[config.mk]
export PLATFORM = sky130hd
export DESIGN_NAME = serial_adder
export DESIGN_NICKNAME = d
export VERILOG_FILES = /design/src/rtl/serial_adder_pkg.sv /design/src/rtl/full_adder_cell.sv /design/src/rtl/half_adder.sv /design/src/rtl/serial_adder.sv
export SDC_FILE = /design/constraint.sdc
export NUM_CORES = 1
export LEC_CHECK = 0
export ABC_AREA = 1
export CAP_MARGIN = 20
export CORE_MARGIN = 5
export CORE_UTILIZATION = 50
export DETAILED_ROUTE_END_ITERATION = 10
export GPL_TIMING_DRIVEN = 1
export PLACE_DENSITY = 0.88
export SETUP_SLACK_MARGIN = 0.05
export SLEW_MARGIN = 10
export SYNTH_ARGS = -nofsm -noshare
export SYNTH_HDL_FRONTEND = slang
export SYNTH_SLANG_ARGS = --single-unit
export TNS_END_PERCENT = 10
[constraint.sdc]
create_clock -name clk -period 1.4 [get_ports clk]
set_input_delay 0.21 -clock clk [delete_from_list [all_inputs] [get_ports clk]]
set_output_delay 0.21 -clock clk [all_outputs]
set_load 0.03 [all_outputs]
[src/rtl/serial_adder_pkg.sv]
// Shared definitions for the bit-serial adder: FSM state encoding and default width.
// Latency: n/a (types and constants only).
// Backpressure: n/a.
package serial_adder_pkg;

    // Operand/result width used when the instantiating design does not override it.
    localparam int SA_DEFAULT_WIDTH = 8;

    // Controller states for serial_adder.
    typedef enum logic [1:0] {
        IDLE  = 2'd0,
        SHIFT = 2'd1,
        DONE  = 2'd2
    } sa_state_e;

endpackage

[src/rtl/full_adder_cell.sv]
// One-bit full adder built from two half adders; the two partial carries are ORed.
// Latency: 0 cycles (pure combinational).
// Backpressure: none.
// Ports: a, b, cin (addend bits and carry in); sum, cout (sum bit and carry out).
module full_adder_cell (
    input  logic a,
    input  logic b,
    input  logic cin,
    output logic sum,
    output logic cout
);

    logic ab_sum;
    logic ab_carry;
    logic c_carry;

    half_adder u_ha_ab (
        .a     (a),
        .b     (b),
        .sum   (ab_sum),
        .carry (ab_carry)
    );

    half_adder u_ha_c (
        .a     (ab_sum),
        .b     (cin),
        .sum   (sum),
        .carry (c_carry)
    );

    // At most one of the two half adders can produce a carry, so OR is exact.
    assign cout = ab_carry | c_carry;

endmodule

[src/rtl/half_adder.sv]
// Combinational half adder: sum = a ^ b, carry = a & b.
// Latency: 0 cycles (pure combinational).
// Backpressure: none.
// Ports: a, b (addend bits); sum, carry (results).
module half_adder (
    input  logic a,
    input  logic b,
    output logic sum,
    output logic carry
);

    assign sum   = a ^ b;
    assign carry = a & b;

endmodule

[src/rtl/serial_adder.sv]
// Bit-serial WIDTH-bit adder, LSB first, one full-adder cell plus registered carry.
// Latency: start accepted at edge k -> busy for WIDTH cycles -> done pulse one cycle later.
// Backpressure: start is only honoured in IDLE or DONE; it is ignored while busy.
//
// Ports:
//   clk, reset            single clock, synchronous active-high reset
//   start                 begin an addition (sampled in IDLE/DONE only)
//   operand_A, operand_B  addends, captured on an accepted start
//   carry_in              initial carry, captured on an accepted start
//   busy                  high while bits are being processed
//   done                  one-cycle completion pulse
//   result, carry_out     sum and final carry, held until the next accepted start
//   overflow              signed overflow flag
//
// Build option: define SERIAL_ADDER_OVF_EN to compute overflow; otherwise it is tied to 0.
module serial_adder
    import serial_adder_pkg::*;
#(
    parameter int WIDTH = SA_DEFAULT_WIDTH
) (
    input  logic             clk,
    input  logic             reset,
    input  logic             start,
    input  logic [WIDTH-1:0] operand_A,
    input  logic [WIDTH-1:0] operand_B,
    input  logic             carry_in,
    output logic             busy,
    output logic             done,
    output logic [WIDTH-1:0] result,
    output logic             carry_out,
    output logic             overflow
);

    localparam int CNT_W = $clog2(WIDTH);
    localparam logic [CNT_W-1:0] LAST_BIT = CNT_W'(WIDTH - 1);

    sa_state_e        state;
    logic [WIDTH-1:0] a_reg;
    logic [WIDTH-1:0] b_reg;
    logic [WIDTH-1:0] result_reg;
    logic             carry_reg;
    logic [CNT_W-1:0] bit_cnt;

    logic fa_sum;
    logic fa_carry;
    logic load;
    logic last_bit;

    // The single shared full adder always looks at the current LSBs and carry.
    full_adder_cell u_fa (
        .a    (a_reg[0]),
        .b    (b_reg[0]),
        .cin  (carry_reg),
        .sum  (fa_sum),
        .cout (fa_carry)
    );

    assign load     = start && ((state == IDLE) || (state == DONE));
    assign last_bit = (state == SHIFT) && (bit_cnt == LAST_BIT);

    always_ff @(posedge clk) begin
        if (reset) begin
            state      <= IDLE;
            a_reg      <= '0;
            b_reg      <= '0;
            result_reg <= '0;
            carry_reg  <= 1'b0;
            bit_cnt    <= '0;
        end else begin
            case (state)
                IDLE, DONE: begin
                    if (start) begin
                        a_reg      <= operand_A;
                        b_reg      <= operand_B;
                        carry_reg  <= carry_in;
                        bit_cnt    <= '0;
                        result_reg <= '0;
                        state      <= SHIFT;
                    end else begin
                        state <= IDLE;
                    end
                end
                SHIFT: begin
                    // Sum bits enter at the MSB so that after WIDTH shifts
                    // bit 0 of the sum has reached bit 0 of result_reg.
                    result_reg <= {fa_sum, result_reg[WIDTH-1:1]};
                    a_reg      <= {1'b0, a_reg[WIDTH-1:1]};
                    b_reg      <= {1'b0, b_reg[WIDTH-1:1]};
                    carry_reg  <= fa_carry;
                    bit_cnt    <= bit_cnt + CNT_W'(1);
                    if (last_bit) begin
                        state <= DONE;
                    end
                end
                default: begin
                    state <= IDLE;
                end
            endcase
        end
    end

`ifdef SERIAL_ADDER_OVF_EN
    // During the final SHIFT cycle carry_reg is the carry into the MSB and
    // fa_carry is the carry out of it; their XOR is the signed overflow.
    // Capturing the XOR directly is equivalent to keeping the carry-in flop
    // and XORing it with carry_reg afterwards, and it stays stable through
    // IDLE because carry_reg does not change there.
    logic ovf_reg;

    always_ff @(posedge clk) begin
        if (reset) begin
            ovf_reg <= 1'b0;
        end else if (load) begin
            ovf_reg <= 1'b0;
        end else if (last_bit) begin
            ovf_reg <= carry_reg ^ fa_carry;
        end
    end

    assign overflow = ovf_reg;
`else
    assign overflow = 1'b0;
`endif

    assign busy      = (state == SHIFT);
    assign done      = (state == DONE);
    assign result    = result_reg;
    assign carry_out = carry_reg;

endmodule
Yosys cells after proc, flatten, opt, wreduce, memory -nomap -nowiden
Index checks and enable logic that the tools add are counted.
{"block": "op_classes", "n_reduce_logical": 5, "bitwise": 5, "n_eq_ne": 5, "n_addsub": 1, "n_mux": 13}
{"operator": "$pmux W8 S2", "count": 3}
{"operator": "$mux W8", "count": 3}
{"operator": "$pmux W3 S2", "count": 1}
{"operator": "$pmux W2 S2", "count": 1}
{"operator": "$add A3 B1 Y3 const B", "count": 1}
{"operator": "$eq A3 B3 Y1 const B", "count": 1}
{"operator": "$mux W3", "count": 1}
{"operator": "$and A1 B1 Y1", "count": 2}
{"operator": "$eq A2 B1 Y1 const B", "count": 1}
{"operator": "$eq A2 B2 Y1 const B", "count": 1}
{"operator": "$logic_not A2 Y1", "count": 1}
{"operator": "$mux W1", "count": 2}
{"operator": "$mux W2", "count": 1}
{"operator": "$ne A2 B1 Y1 const B", "count": 1}
{"operator": "$ne A2 B2 Y1 const B", "count": 1}
{"operator": "$pmux W1 S2", "count": 1}
{"operator": "$reduce_and A2 Y1", "count": 1}
{"operator": "$reduce_bool A2 Y1", "count": 1}
{"operator": "$reduce_or A2 Y1", "count": 1}
{"operator": "$xor A1 B1 Y1", "count": 2}
{"operator": "$logic_and A1 B1 Y1", "count": 1}
{"operator": "$or A1 B1 Y1", "count": 1}
{"block": "word_totals", "reg_bits": 30, "output_inout_bits": 12, "word_cells": 35, "inputBits": 20}

Depth between registers and ports, before layout
Gate-level depths: netlist (run 1).
{"block": "logic_depth", "depth_word": 4, "mapped_depth": 8, "depth_no_buf": 6}

Modules after synthesis
From an unflattened synthesis (run 1), not the netlist that was laid out.
{"block": "hier_totals", "hier_cells": 202, "hier_area_um2": 1438.9}
{"module": "serial_adder", "area_each_um2": 1402.6, "instances": 1, "seq_area_each_um2": 600.6, "cells_per_inst": 197}
{"module": "half_adder", "area_each_um2": 12.5, "instances": 2, "seq_area_each_um2": 0.0, "cells_per_inst": 1}
{"module": "full_adder_cell", "area_each_um2": 11.3, "instances": 1, "seq_area_each_um2": 0.0, "cells_per_inst": 3}

Least setup slack after synthesis (run 1)
Ideal clock, no wire load.
{"block": "synth_timing", "path_type": "reg2reg", "from": "register carry_reg, in the netlist carry_out", "to": "register result_reg[7], in the netlist result[7]", "setup_ps": 119, "stages_incl_launch_ff": 6, "arrival_time_ps": 1276, "path_buffers": 0, "path_slack_ps": 4, "period_less_slack_ps": 1396, "required_ps": 1281, "cell_sequence": "dfxtp_1 > inv_1 > fa_1 > inv_1 > nand2_1 > o21ai_1"}
{"block": "synth_between", "elab_chain_cells": 2}
{"item": "from (decl)", "line_no": "serial_adder.sv:41", "rtl": "logic carry_reg;"}
{"item": "from (signal assigned)", "line_no": "serial_adder.sv:75", "rtl": "carry_reg <= carry_in;"}
{"item": "from (signal assigned)", "line_no": "serial_adder.sv:89", "rtl": "carry_reg <= fa_carry;"}
{"item": "$xor A1 B1 Y1", "line_no": "half_adder.sv:12", "rtl": "assign sum = a ^ b;"}
{"item": "$pmux W8 S2", "line_no": "serial_adder.sv:70", "rtl": "case (state)"}
{"item": "to (signal assigned)", "line_no": "serial_adder.sv:86", "rtl": "result_reg <= {fa_sum, result_reg[WIDTH-1:1]};"}
{"item": "to (decl)", "line_no": "serial_adder.sv:40", "rtl": "logic [WIDTH-1:0] result_reg;"}
No other way between the ends.
A chain may end at the register's enable or synchronous reset.

Final worst setup path (run 1)
{"block": "layout_timing", "from": "register state[0]", "to": "output port done"}
{"block": "layout_between", "elab_chain_cells": 1}
{"item": "from (decl)", "line_no": "serial_adder.sv:37", "rtl": "sa_state_e state;"}
{"item": "from (signal assigned)", "line_no": "serial_adder.sv:63", "rtl": "state <= IDLE;"}
{"item": "from (signal assigned)", "line_no": "serial_adder.sv:78", "rtl": "state <= SHIFT;"}
{"item": "from (signal assigned)", "line_no": "serial_adder.sv:80", "rtl": "state <= IDLE;"}
{"item": "$eq A2 B2 Y1", "line_no": "serial_adder.sv:126", "rtl": "assign done = (state == DONE);"}
{"item": "to (decl)", "line_no": "serial_adder.sv:28", "rtl": "output logic done,"}
No other way between the ends.

==> metrics.md, run 1 <==
| Metric | Value |
|---|---|
| Final RePlAce weighted congestion | `0.7864` |
| Worst-path cell chain | `buf_4 -> nor2_2 -> buf_6` |
| CP startpoint kind | `flop` |
| Worst Skew | `around 2.7 ps` |
| Syn_area_per_cell | `between 7 and 8 sq um` |
| Drt first pass iters | `5` |
| Worst-Skew Late Latency | `between 300 and 400 ps` |
| I/O pins | `32` |
| Lkg Pwr | `0.9461 nW` |
| CP arrival | `1090 ps` |
| Initial core utilization | `0.5122` |
| Worst EP required | `1190 ps` |
| TritonCTS clock tree | `yes` |
| Routed wire length | `about 3200 um` |
| Gate Count Post-Synth | `around 210` |
| PwrDens | `approximately 960 nW/um^2` |
| Gr ovfl total | `0` |
| Crit path max fanout | `6` |
| Post-synth top area cell | `dfxtp_1` |
| Synth top area share | `0.3938` |
| Cell variety after synth | `25` |
| RSZ-0062 raised after global routing | `true` |
| Maximum vdd drop | `between 0.6 and 0.7 mV` |
| First-pass GRT wire length | `roughly 5300 um` |
| Post-route DRC | `0` |
| Clock sinks | `30` |
| Layout area overhead | `27.56%` |
| Die Y-Extent | `between 60 and 70 um` |
| Root Buffer | `clkbuf_4` |
| Final Hold Fails | `0` |
| Number of synthesized flops with an enable pin | `0` |
| Via density | `around 5` |
| Fin nets | `278` |
| Outcome | `completed` |
| PortBufs | `30` |
| CP peak stage delay | `350 ps` |
| Synth Cell Area | `approximately 1500 sq um` |
| Max clock buf depth | `2` |
| Hold crit path type | `primary input to flop` |
| Core Region | `roughly 3000 sq um` |
| Total GRT Usage | `0.1605` |
| Asr flop ratio synth | `0` |
| WL/cell | `approximately 11 um` |
| DR iter-0 viols | `between 70 and 80` |
| Pins Over Slew Limit | `0` |
| Total CTS buffers | `5` |
| Fmax | `0.7714 GHz` |
| Antenna cells | `0` |
| Crit path capture type | `primary output` |
| Reg clk slew, reported paths | `~80 ps` |
| Top_reg_cell synth | `dfxtp_1` |
| Post-synth net total | `236` |
| Share of layout cells above drive strength 1 | `0.1569` |
| Number of global-route vias before repair | `approximately 1300` |
| Setup violations, final | `0` |
| H-tree Lvls | `2` |
| Most common cell in the netlist | `nand2_1` |
| Power, Total | `0.001865 W` |
| ANT nets after route | `0` |
| Hpwl dp | `2193 um` |
| Area contributors post-synth | `dfxtp_1, nand2_1, nor2_1, inv_1, nand3_1` |
| Die Area | `around 4300 sq um` |
| FF+latch count, synth | `30` |
| Chip width | `roughly 65 um` |
| Critical Path Slowest Stage Cell | `dfxtp_2` |
| Minimum clock period | `around 1300 ps` |
| Num rows | `20` |
| Total number of vias | `roughly 1400` |
| Kind of critical path | `flop to primary output` |
| Synth cell count leaders | `nand2_1, nor2_1, dfxtp_1, inv_1, nand3_1` |
| Initial antenna violation count | `0` |
| Largest net degree at the start of global routing | `34` |
| Period utilisation layout | `0.9259` |
| Sequential area share after synthesis | `0.3938` |
| Synth warn | `0` |
| Max cap viols | `0` |
| Setup_tns | `0 ps` |
power breakdown:
part           total [W]  internal, W  switching [W]
sequential      0.000936     0.000913      0.0000229
combinational   0.000469     0.000213       0.000256
clock           0.000460     0.000189       0.000271
total            0.00187      0.00131       0.000551
final timing paths:
path | slack (ps) | cells past startpoint | end | from
setup / recovery | 100 | 3 | done | state[0]
hold reg to reg | 460 | 2 | result[0] | result[0]
hold / removal | 430 | 3 | a_reg[7] | operand_A[7]
setup reg to reg | 200 | 5 | result[7] | carry_out
kinds of logic (layout without fill, tap and decap cells):
| kind of cell | after synthesis | count (layout) | share of synthesized area |
|---|---|---|---|
| and+or+nand+nor | 124 | 124 | 0.3683 |
| buffers and inverters | 37 | 79 | 0.1419 |
| DFF | 30 | 30 | 0.3938 |
| AOI/OAI and AO/OA | 18 | 18 | 0.06398 |
| adders and majority gates | 3 | 3 | 0.02953 |
| other | 1 | 1 | 0.002459 |
layout make-up:
cell class	instances	area, sq um
clock buffers	7	45.04
fillers	260	1032
inverters	25	101.3
multi-input cells	146	710.7
flip-flops and latches	30	603.1
well taps	33	41.29
repair buffers	47	444.2
placed cells by master (no fill, tap or decap), types with 2 or more instances in the layout:
master	synthesis	layout
a21oi_1	7	7
buf_12	1	2
buf_4	1	15
buf_6	3	2
clkbuf_1	0	2
clkbuf_4	0	5
clkdlybuf4s50_1	0	19
dfxtp_1	30	28
dfxtp_2	0	2
dlygate4sd2_1	0	9
ha_1	2	2
inv_1	23	21
inv_2	0	2
nand2_1	54	54
nand2_4	2	2
nand3_1	15	15
nand3_2	7	7
nand3b_1	4	4
nor2_1	40	39
o21ai_1	4	4
o22ai_1	6	6
worst max-delay path, delay by kind of cell (launching register included):
| kind | cells | cell delay [ps] |
|---|---|---|
| AND/OR/NAND/NOR | 1 | 120 |
| buffers and inverters | 2 | 300 |
| flip-flops | 1 | 350 |
per-stage QoR:
stage	util	hold WS (ps)	cell area, sq um	worst slack [ps]	std cells
after floorplan	-	279.1	1526	125.4	213
after global placement	0.6231	448.5	1856	49.64	275
after detailed placement	0.6231	455.3	1856	33.15	275
after CTS	0.6357	421.1	1893	0.3004	282
after global routing	0.6534	408.4	1946	26.45	288
final	0.6534	431.2	1946	103.7	288
what timing repair did:
item,4_1_cts,5_1_grt
endpoints found under the setup margin,11,3
setup buffers,0,6
gates resized for setup,11,4
hold buffers,0,0
pin swaps,0,1
endpoints found under the hold margin,0,0
metal layers:
| layer | vias to the layer above | wire [um] | share of wire | track usage |
|---|---|---|---|---|
| met5 | - | 0 | 0 | 0 |
| met4 | 0 | 60 | 0.019 | 0.07254 |
| met3 | 7 | 216 | 0.068 | 0.06496 |
| met2 | 41 | 1482 | 0.47 | 0.2478 |
| met1 | 634 | 1397 | 0.44 | 0.1951 |
| li1 | 739 | - | - | - |
Power figures use the tool's default switching activity.
==> run 2, diff against run 1 <==
Settings changed: HOLD_SLACK_MARGIN set to 0.03, SKIP_LAST_GASP set to 1.
==> run 2 against run 1 <==
Net effect:
- the run now ends with negative setup slack left
- count of clock-buffer cells in the layout unchanged
- sequential share of layout area up 0.65 points
- register-to-register slack about the same
- wire length down 2.9%
- power down 0.71%
- global-route usage unchanged
- combinational power down 4%
- clock skew down 0.67 ps
==> metrics.md, run 2 (synthesis gave the netlist of run 1 again) <==
| Metric | Value |
|---|---|
| Share of layout cells above drive strength 1 | `0.1205 (-0.03638)` |
| Busiest grt layer | `met2` |
| Total GRT Usage | `0.1605 (unchanged)` |
| Hpwl dp | `2193 um (unchanged)` |
| Met3 Usage GRT | `0.06496 (unchanged)` |
| Max cap viols | `0 (unchanged)` |
| Maximum vdd drop | `0.5961 mV (-3.3%)` |
| Worst Setup Slack, final | `-147.6 ps (-251.3 ps)` |
| Worst Skew | `1.997 ps (-0.6736 ps)` |
| Worst-Skew Late Latency | `330 ps (about the same)` |
| Total number of vias | `1388 (-2.3%)` |
| Fin nets | `272 (-2.2%)` |
| Reg clk slew, reported paths | `80 ps (about the same)` |
| First-pass GRT wire length | `5313 um (unchanged)` |
| Most frequent cells in the layout | `nand2_1, nor2_1, dfxtp_1` |
| WL/cell | `10.87 um (-0.82%)` |
| Kind of critical path | `flop to primary output` |
| Minimum clock period | `1548 ps (+251.3 ps)` |
| Routed wire length | `3065 um (-2.9%)` |
| Outcome | `finished, violations left` |
| Grt met2 use | `0.2478 (unchanged)` |
| PwrDens | `973.8 nW/um^2 (+1.6%)` |
| CP peak stage delay | `680 ps (+330 ps)` |
| Worst Path Buf+Inv | `1 (-1)` |
| Sw frac | `0.2969 (+0.001680)` |
| Drt first pass iters | `4 (-1)` |
| Lkg Pwr | `0.8998 nW (-4.9%)` |
| Gr ovfl total | `0 (unchanged)` |
| Post-Place Worst Slack | `33.15 ps (unchanged)` |
| Kind of cell adding the most delay to the critical path | `buffers and inverters` |
| Crit path max fanout | `2 (-4)` |
| Met1 usage | `0.1951 (unchanged)` |
| Die Y-Extent | `65.23 um (unchanged)` |
| Most common cell after layout, fill and taps aside | `nand2_1` |
| Chip width | `65.23 um (unchanged)` |
| Setup violations, final | `8 (+8)` |
| Failing checks | `negative setup slack` |
| Clock sinks | `30 (unchanged)` |
| Worst EP required | `1190 ps (about the same)` |
| CP startpoint kind | `flop` |
| Core Region | `2978 sq um (unchanged)` |
| Flop pwr share | `0.505 (+0.003)` |
| Total CTS buffers | `5 (unchanged)` |
| Final Hold Fails | `0 (unchanged)` |
| PortBufs | `30 (unchanged)` |
| Crit path capture type | `primary output` |
| Pins Over Slew Limit | `0 (unchanged)` |
| Clock power frac | `0.251 (+0.004)` |
| Hold crit path type | `primary input to flop` |
| Antenna cells | `0 (unchanged)` |
| RSZ-0062 raised after global routing | `true` |
| Initial core utilization | `0.5122 (unchanged)` |
| Via density | `4.922 (-0.24%)` |
| Critical Path Slowest Stage Cell | `clkdlybuf4s50_1` |
| Initial antenna violation count | `0 (unchanged)` |
| Psw | `0.0005498 W (-0.15%)` |
| Comb pwr share | `0.244 (-0.007)` |
| Root Buffer | `clkbuf_4` |
| Fmax | `0.6462 GHz (-16%)` |
| Largest net degree at the start of global routing | `34 (unchanged)` |
| Num rows | `20 (unchanged)` |
| Number of global-route vias before repair | `1280 (unchanged)` |
| H-tree Lvls | `2 (unchanged)` |
| Setup_tns | `-981.5 ps (-981.5 ps)` |
| Final RePlAce weighted congestion | `0.7864 (unchanged)` |
| DR iter-0 viols | `64 (-17%)` |
| P_int | `0.001302 W (-0.95%)` |
| Post-route DRC | `0 (unchanged)` |
| Die Area | `4255 sq um (unchanged)` |
| CP arrival | `1340 ps (+250 ps)` |
| Max clock buf depth | `2 (unchanged)` |
| ANT nets after route | `0 (unchanged)` |
| Layout area overhead | `24.69%` |
| Worst-path cell chain | `clkdlybuf4s50_1` |
| I/O pins | `32 (unchanged)` |
| TritonCTS clock tree | `yes` |
| Period utilisation layout | `1.105 (+0.1795)` |
[run 2: cell count changes in the layout (fill, tap and decap cells not counted), moves of 2 or more]
| cell | change |
|---|---|
| inv_1 | +2 |
| buf_6 | -2 |
| dlygate4sd2_1 | -8 |
| inv_2 | -2 |
| clkdlybuf4s50_1 | +7 |
| buf_4 | -4 |
[run 2: layout make-up]
type	instances	area (sq um)
Inverter	25	101.3
Tap cell	33	41.29
Clock buffer	7	45.04
Sequential cell	30	601.8
Multi-Input combinational cell	146	708.2
Fill cell	272	1076
Timing Repair Buffer	41	404.1
[run 2: through the flow]
stage	hold slack, ps	area, sq um	cells	total power (W)	utilization
floorplan	279.1	1526	213	0.001276	-
global placement	448.5	1856	275	0.001394	0.6231
detailed placement	455.3	1856	275	0.001406	0.6231
CTS	421.1	1899	282	0.001866	0.6378
global route	408.5	1902	282	0.001974	0.6387
finish	428.9	1902	282	0.001852	0.6387
[run 2: power by group through the flow]
stage                     Clock, W  Sequential (W)  Combinational (W)
after floorplan                  0        0.000962           0.000314
after global placement           0        0.000954           0.000440
after detailed placement         0        0.000955           0.000451
after CTS                 0.000477        0.000935           0.000454
after global routing      0.000524        0.000942           0.000509
final                     0.000465        0.000935           0.000452
[run 2: final timing paths]
kind,from,endpoint,slack [ps],depth (start not counted)
min,operand_A[7],a_reg[7],430,3
max reg2reg,carry_out,result[7],200,5
min reg2reg,result[0],result[0],460,2
max,result[7],result[7],-150,1
[run 2: worst register-to-register path, cell delays in order, from the launching register on]
cell and delay (ps):
dfxtp_2 330, inv_1 60, fa_1 550, inv_1 50, nand2_1 60, o21ai_1 50
[run 2: repair_timing]
| action | in CTS | in global routing |
|---|---|---|
| resized for setup | 1 | 1 |
| hold buffers | 0 | 0 |
| cloned | 0 | 0 |
| setup buffers | 0 | 0 |
| endpoints found under the setup margin | 11 | 11 |
[run 2: routing by layer]
| metal | up-vias | routed length (um) |
|---|---|---|
| li1 | 728 | - |
| met2 | 23 | 1472 |
| met4 | 0 | 53 |
| met5 | - | 0 |
| met1 | 630 | 1374 |
| met3 | 7 | 164 |
==> run 3, diff against run 2 <==
Settings changed: CTS_CLUSTER_SIZE set to 25.
==> results of run 3 <==
No change in the layout: final DEF, timing and power equal those of run 2.
